==> src/rtl/axi4l_pkg.sv <==
// Shared AXI4-Lite definitions: response codes, default protection and the
// engine state types used by the internal-bus to AXI4-Lite master bridge.
package axi4l_pkg;

   localparam logic [1:0] RESP_OKAY   = 2'b00;
   localparam logic [1:0] RESP_EXOKAY = 2'b01;
   localparam logic [1:0] RESP_SLVERR = 2'b10;
   localparam logic [1:0] RESP_DECERR = 2'b11;

   localparam logic [2:0] PROT_DEFAULT = 3'b000;

   typedef enum logic [1:0] {W_IDLE, W_REQ, W_RESP, W_ACK} w_state_e;
   typedef enum logic [1:0] {R_IDLE, R_REQ, R_RESP, R_ACK} r_state_e;

   // EXOKAY is folded into success; only SLVERR/DECERR flag an error.
   function automatic logic resp_is_err(input logic [1:0] resp);
      return (resp == RESP_SLVERR) || (resp == RESP_DECERR);
   endfunction

endpackage

==> src/rtl/int_axi4l.sv <==
// Internal register bus to AXI4-Lite master bridge with independent write and
// read engines, each holding at most one outstanding transaction.
//
// state  | meaning
// W_IDLE | waiting for int_wr_en
// W_REQ  | awvalid/wvalid up until each handshake completes
// W_RESP | bready up, waiting for bvalid
// W_ACK  | one-cycle int_wr_ack / int_wr_err
// R_IDLE | waiting for int_rd_en
// R_REQ  | arvalid up until the AR handshake
// R_RESP | rready up, waiting for rvalid
// R_ACK  | one-cycle int_rd_ack, int_rd_data updated
module int_axi4l
   import axi4l_pkg::*;
#(
   parameter int          ADDR_WIDTH = 10,
   parameter int          DATA_WIDTH = 32,
   parameter logic [2:0]  PROT       = PROT_DEFAULT
) (
   input  logic                    m_axi_aclk,
   input  logic                    m_axi_aresetn,
   input  logic [ADDR_WIDTH-1:0]   int_addr,
   input  logic [DATA_WIDTH-1:0]   int_wr_data,
   input  logic [DATA_WIDTH/8-1:0] int_wr_strb,
   input  logic                    int_wr_en,
   input  logic                    int_rd_en,
   output logic                    int_wr_ack,
   output logic                    int_wr_err,
   output logic                    int_rd_ack,
   output logic                    int_rd_err,
   output logic [DATA_WIDTH-1:0]   int_rd_data,
   output logic                    int_wr_busy,
   output logic                    int_rd_busy,
   output logic [ADDR_WIDTH-1:0]   m_axi_awaddr,
   output logic [2:0]              m_axi_awprot,
   output logic                    m_axi_awvalid,
   input  logic                    m_axi_awready,
   output logic [DATA_WIDTH-1:0]   m_axi_wdata,
   output logic [DATA_WIDTH/8-1:0] m_axi_wstrb,
   output logic                    m_axi_wvalid,
   input  logic                    m_axi_wready,
   input  logic [1:0]              m_axi_bresp,
   input  logic                    m_axi_bvalid,
   output logic                    m_axi_bready,
   output logic [ADDR_WIDTH-1:0]   m_axi_araddr,
   output logic [2:0]              m_axi_arprot,
   output logic                    m_axi_arvalid,
   input  logic                    m_axi_arready,
   input  logic [DATA_WIDTH-1:0]   m_axi_rdata,
   input  logic [1:0]              m_axi_rresp,
   input  logic                    m_axi_rvalid,
   output logic                    m_axi_rready
);

   localparam int STRB_W = DATA_WIDTH / 8;

   w_state_e                w_state_q, w_state_d;
   logic [ADDR_WIDTH-1:0]   awaddr_q, awaddr_d;
   logic [DATA_WIDTH-1:0]   wdata_q, wdata_d;
   logic [STRB_W-1:0]       wstrb_q, wstrb_d;
   logic                    awvalid_q, awvalid_d, wvalid_q, wvalid_d;
   logic                    bready_q, bready_d;
   logic                    wr_ack_q, wr_ack_d, wr_err_q, wr_err_d;
   logic                    wr_busy_q, wr_busy_d;

   r_state_e                r_state_q, r_state_d;
   logic [ADDR_WIDTH-1:0]   araddr_q, araddr_d;
   logic                    arvalid_q, arvalid_d, rready_q, rready_d;
   logic [DATA_WIDTH-1:0]   rd_data_q, rd_data_d;
   logic                    rd_ack_q, rd_ack_d, rd_err_q, rd_err_d;
   logic                    rd_busy_q, rd_busy_d;

   always_comb begin
      w_state_d = w_state_q;
      awaddr_d  = awaddr_q;
      wdata_d   = wdata_q;
      wstrb_d   = wstrb_q;
      awvalid_d = awvalid_q;
      wvalid_d  = wvalid_q;
      bready_d  = bready_q;
      wr_ack_d  = 1'b0;
      wr_err_d  = 1'b0;
      case (w_state_q)
         W_IDLE: if (int_wr_en) begin
            awaddr_d  = int_addr;
            wdata_d   = int_wr_data;
            wstrb_d   = int_wr_strb;
            awvalid_d = 1'b1;
            wvalid_d  = 1'b1;
            w_state_d = W_REQ;
         end
         W_REQ: begin
            // AW and W complete independently, in either order.
            if (m_axi_awready) awvalid_d = 1'b0;
            if (m_axi_wready)  wvalid_d  = 1'b0;
            if (!awvalid_d && !wvalid_d) begin
               bready_d  = 1'b1;
               w_state_d = W_RESP;
            end
         end
         W_RESP: if (m_axi_bvalid) begin
            bready_d  = 1'b0;
            wr_ack_d  = 1'b1;
            wr_err_d  = resp_is_err(m_axi_bresp);
            w_state_d = W_ACK;
         end
         default: w_state_d = W_IDLE;
      endcase
      wr_busy_d = (w_state_d != W_IDLE);
   end

   always_ff @(posedge m_axi_aclk or negedge m_axi_aresetn) begin
      if (!m_axi_aresetn) begin
         w_state_q <= W_IDLE;
         awaddr_q  <= '0;
         wdata_q   <= '0;
         wstrb_q   <= '0;
         awvalid_q <= 1'b0;
         wvalid_q  <= 1'b0;
         bready_q  <= 1'b0;
         wr_ack_q  <= 1'b0;
         wr_err_q  <= 1'b0;
         wr_busy_q <= 1'b0;
      end else begin
         w_state_q <= w_state_d;
         awaddr_q  <= awaddr_d;
         wdata_q   <= wdata_d;
         wstrb_q   <= wstrb_d;
         awvalid_q <= awvalid_d;
         wvalid_q  <= wvalid_d;
         bready_q  <= bready_d;
         wr_ack_q  <= wr_ack_d;
         wr_err_q  <= wr_err_d;
         wr_busy_q <= wr_busy_d;
      end
   end

   always_comb begin
      r_state_d = r_state_q;
      araddr_d  = araddr_q;
      arvalid_d = arvalid_q;
      rready_d  = rready_q;
      rd_data_d = rd_data_q;
      rd_ack_d  = 1'b0;
      rd_err_d  = 1'b0;
      case (r_state_q)
         R_IDLE: if (int_rd_en) begin
            araddr_d  = int_addr;
            arvalid_d = 1'b1;
            r_state_d = R_REQ;
         end
         R_REQ: if (m_axi_arready) begin
            arvalid_d = 1'b0;
            rready_d  = 1'b1;
            r_state_d = R_RESP;
         end
         R_RESP: if (m_axi_rvalid) begin
            rready_d  = 1'b0;
            rd_data_d = m_axi_rdata;
            rd_ack_d  = 1'b1;
            rd_err_d  = resp_is_err(m_axi_rresp);
            r_state_d = R_ACK;
         end
         default: r_state_d = R_IDLE;
      endcase
      rd_busy_d = (r_state_d != R_IDLE);
   end

   always_ff @(posedge m_axi_aclk or negedge m_axi_aresetn) begin
      if (!m_axi_aresetn) begin
         r_state_q <= R_IDLE;
         araddr_q  <= '0;
         arvalid_q <= 1'b0;
         rready_q  <= 1'b0;
         rd_data_q <= '0;
         rd_ack_q  <= 1'b0;
         rd_err_q  <= 1'b0;
         rd_busy_q <= 1'b0;
      end else begin
         r_state_q <= r_state_d;
         araddr_q  <= araddr_d;
         arvalid_q <= arvalid_d;
         rready_q  <= rready_d;
         rd_data_q <= rd_data_d;
         rd_ack_q  <= rd_ack_d;
         rd_err_q  <= rd_err_d;
         rd_busy_q <= rd_busy_d;
      end
   end

   assign m_axi_awaddr  = awaddr_q;
   assign m_axi_awprot  = PROT;
   assign m_axi_awvalid = awvalid_q;
   assign m_axi_wdata   = wdata_q;
   assign m_axi_wstrb   = wstrb_q;
   assign m_axi_wvalid  = wvalid_q;
   assign m_axi_bready  = bready_q;
   assign m_axi_araddr  = araddr_q;
   assign m_axi_arprot  = PROT;
   assign m_axi_arvalid = arvalid_q;
   assign m_axi_rready  = rready_q;
   assign int_wr_ack    = wr_ack_q;
   assign int_wr_err    = wr_err_q;
   assign int_wr_busy   = wr_busy_q;
   assign int_rd_ack    = rd_ack_q;
   assign int_rd_err    = rd_err_q;
   assign int_rd_data   = rd_data_q;
   assign int_rd_busy   = rd_busy_q;

endmodule

==> config.mk <==
export PLATFORM = sky130hd
export DESIGN_NAME = int_axi4l
export DESIGN_NICKNAME = d
export VERILOG_FILES = /design/src/rtl/axi4l_pkg.sv /design/src/rtl/int_axi4l.sv
export SDC_FILE = /design/constraint.sdc
export NUM_CORES = 1
export LEC_CHECK = 0
export BUFFER_PORTS_ARGS = -buffer_cell sky130_fd_sc_hd__buf_2
export CAP_MARGIN = 20
export CORE_ASPECT_RATIO = 0.7
export CORE_MARGIN = 3
export CORE_UTILIZATION = 35
export DETAILED_ROUTE_END_ITERATION = 8
export SYNTH_ARGS = -nofsm -noshare
export SYNTH_HDL_FRONTEND = slang
export SYNTH_SLANG_ARGS = --single-unit
==> constraint.sdc <==
create_clock -name m_axi_aclk -period 1.6 [get_ports m_axi_aclk]
set_input_delay 0.16 -clock m_axi_aclk [delete_from_list [all_inputs] [get_ports m_axi_aclk]]
set_output_delay 0.16 -clock m_axi_aclk [all_outputs]
set_load 0.02 [all_outputs]
==> summary.md <==
| Metric | Value |
|---|---|
| Status | `complete, no violations` |
| Number of synthesized register bits | `103` |
| Drt pass-1 iters | `4` |
| Root buffer selected by CTS | `clkbuf_16` |
| Relative slew slack | `63.94%` |
| Inserted Diodes | `0` |
| Violation count after the first detailed-routing iteration | `68` |
| Hold Crit Class | `in -> reg` |
| CP top delay family | `flip-flops` |
| Worst EP required | `roughly 1.8 ns` |
| Post-CTS resize count | `0` |
| All-layer global routing usage | `a little over an eighth` |
| Post-Route WL | `between 9000 and 10000 µm` |
| Critical path, cell by cell | `nor2b_2 -> nor2b_4 -> buf_12 -> buf_12 -> mux2_2` |
| Number of flops mapped to enable cells by yosys | `0` |
| WL per Instance | `about 15 µm` |
| DR vias/cell | `4.353` |
| Most frequent CP cell | `buf_12` |
| Worst setup EP type | `register` |
| Hold Vio Cnt, Final | `0` |
| Slew Limit Fails | `0` |
| Critical path fanouts, max | `15` |
| Largest net degree at the start of global routing | `around 100` |
| Worst slew pin tran | `roughly 0.54 ns` |
| Synthesized instance count | `between 200 and 300` |
| CTS buffer count | `9` |
| RR Startpoint | `w_state_q[1]` |
| Num rows | `32` |
| Fin crit share | `94.36%` |
| CTS tree | `built` |
| Final nets | `540` |
| TNS Setup | `0 ns` |
| Die span in y | `97.66 µm` |
| RSZ-0062 raised after global routing | `false` |
| Initial antenna violation count | `1` |
| Global-route wire length before repair | `around 14000 µm` |
| I/O pin cnt | `around 200` |
| HP Start | `m_axi_bresp[1]` |
| Starting Density | `between 30% and 40%` |
| Post-DRT Antenna Nets | `0` |
| Crit path largest cell delay | `~0.42 ns` |
| DRC viols | `0` |
| Design area | `about 5600 µm²` |
| Synth Flop Type | `dfrtp_1` |
| Clk slew on worst S/H paths | `~0.070 ns` |
| Hpwl dp | `6537 µm` |
| Die span in x | `approximately 140 µm` |
| Port Buffers | `~190` |
| Buffer levels on the longest clock path | `2` |
| Post-synth ARST share | `100.0%` |
| Reg2reg path depth | `5` |
| Ys Warns | `0` |
| CP Launch Type | `register` |
| Slowest library cell on the worst path | `dfrtp_1` |
| Most frequent cells in the layout | `buf_2 (186), dfrtp_1 (103), mux2_4 (50), mux2_2 (26), mux2_1 (12)` |
| VDD IR-drop max | `between 0.7 and 0.8 mV` |
| Fin crit period | `1.510 ns` |
| Vias | `between 2000 and 3000` |
| Worst Path Buf+Inv | `2` |
| WHS Endpoint | `int_wr_err` |
| Final setup violation count | `0` |
| Pleak | `~2.9 nW` |
| Syn avg cell area | `~17 µm²` |
| Synthesis-to-layout area growth | `34.26%` |
| Htree depth | `3` |
| Hold Path Depth | `2` |
| Die area | `~13000 µm²` |
| Worst Slack Setup Final | `0.09023 ns` |
| Final Util | `approximately 50%` |
| Most common cell after layout, fill and taps aside | `buf_2` |
| Reg2Reg Capture Point | `m_axi_wdata[29]` |
| Reg2reg setup slack | `roughly 0.09 ns` |
| RePlAce Congestion | `about 0.70` |
| Max Clock Skew | `between 0.007 and 0.008 ns` |
| Tot Pwr | `roughly 13 mW` |
| Post-synth cell types | `30` |
| Mapped cell area | `between 4000 and 5000 µm²` |
| Maximum Capacitance Violations | `0` |
| GRT overflow | `0` |
| Vias in the first global route | `~2800` |
| Cell Area, Placed | `approximately 5300 µm²` |
| Core area | `11370 µm²` |
| Data arrival, critical path | `around 1.7 ns` |
| Clock latency on the worst-skew pair | `approximately 0.33 ns` |
| Layout cells sized above 1 | `around two thirds` |
| Clk sink count | `between 100 and 150` |
| Max frequency | `between 600 and 700 MHz` |
| Pwr dens | `~2200 nW/µm²` |
| Register area share after synthesis | `roughly 61%` |
| Dpl ws | `between 0.07 and 0.08 ns` |
| Kind of critical path | `reg -> reg` |
metal layers:
metal | global-route usage, % | share of wire, % | vias up
met5 | 0 | 0.076 | -
met4 | 2.761 | 0.53 | 2
li1 | - | - | 1249
met2 | 20.15 | 43 | 119
met1 | 18.35 | 46 | 1262
met3 | 5.849 | 11 | 6
kinds of logic (layout without fill, tap and decap cells):
kind of cell    after synthesis  after routing  synth area share, %
compound gates               15             15                2.175
buf+inv                      20            218                5.004
flops                       103            103                61.36
mux                          89             89                28.30
other cells                   1              6              0.08928
simple gates                 22             22                3.068
sequential cells by signal, indices dropped and copies added (netlist names):
signal,flops
m_axi_araddr,10
int_rd_err,1
m_axi_awvalid,1
int_wr_err,1
m_axi_bready,1
m_axi_arvalid,1
m_axi_wdata,32
int_wr_busy,1
m_axi_awaddr,10
r_state_q,2
m_axi_rready,1
w_state_q,2
m_axi_wvalid,1
int_rd_busy,1
int_rd_data,32
int_wr_ack,1
int_rd_ack,1
m_axi_wstrb,4
per-stage QoR:
step           cells  hold slack, ns
2_1_floorplan    255         -0.1356
3_3_place_gp     588          0.2702
3_5_place_dp     588          0.2739
4_1_cts          604         0.01987
5_1_grt          606         0.02918
6_report         606         0.03394
worst max path at each step:
stage	depth (start not counted)	startpoint	slack [ns]	endpoint
after floorplan	5	w_state_q[1]	0.20	m_axi_awaddr[2]
after global placement	4	w_state_q[1]	0.09	m_axi_wdata[29]
after detailed placement	4	w_state_q[1]	0.08	m_axi_wdata[29]
after CTS	4	w_state_q[1]	0.05	m_axi_wdata[29]
after global routing	5	w_state_q[1]	0.03	m_axi_wdata[29]
final	5	w_state_q[1]	0.09	m_axi_wdata[29]
worst reg2reg max path, cell delays in order, from the launching register on:
cell and delay, ns:
dfrtp_1 0.42, nor2b_2 0.15, nor2b_4 0.17, buf_12 0.13
buf_12 0.16, mux2_2 0.36
what timing repair did:
action | in CTS | in global routing
endpoints found under the hold margin | 103 | 0
buffers inserted | 0 | 1
hold buffers | 1 | 0
setup endpoints to repair | 0 | 3
cells in the mapped netlist (all sizes together) (2+ instances only):
cell / number / area [µm²]
a21oi: 6 / 30.03
nor2b: 6 / 47.54
mux2: 88 / 1179
o21ai: 3 / 15.01
buf: 16 / 195.2
o21bai: 2 / 15.01
inv: 4 / 15.01
nor2: 9 / 41.29
dfrtp: 103 / 2577
nand2: 2 / 10.01
where the power goes:
part	internal (mW)	switching, mW
registers	3.89	0.702
clock network	1.26	0.903
logic	2.74	3.05
area by class of cell:
type / instances / area, µm²
Fill cell: 1020 / 5732
Sequential cell: 103 / 2577
Multi-Input combinational cell: 132 / 1434
Timing Repair Buffer: 199 / 1124
Clock buffer: 11 / 242.7
Tap cell: 153 / 191.4
Clock inverter: 4 / 55.05
Inverter: 4 / 15.01
Note: power is estimated with default switching activity, not from simulation.
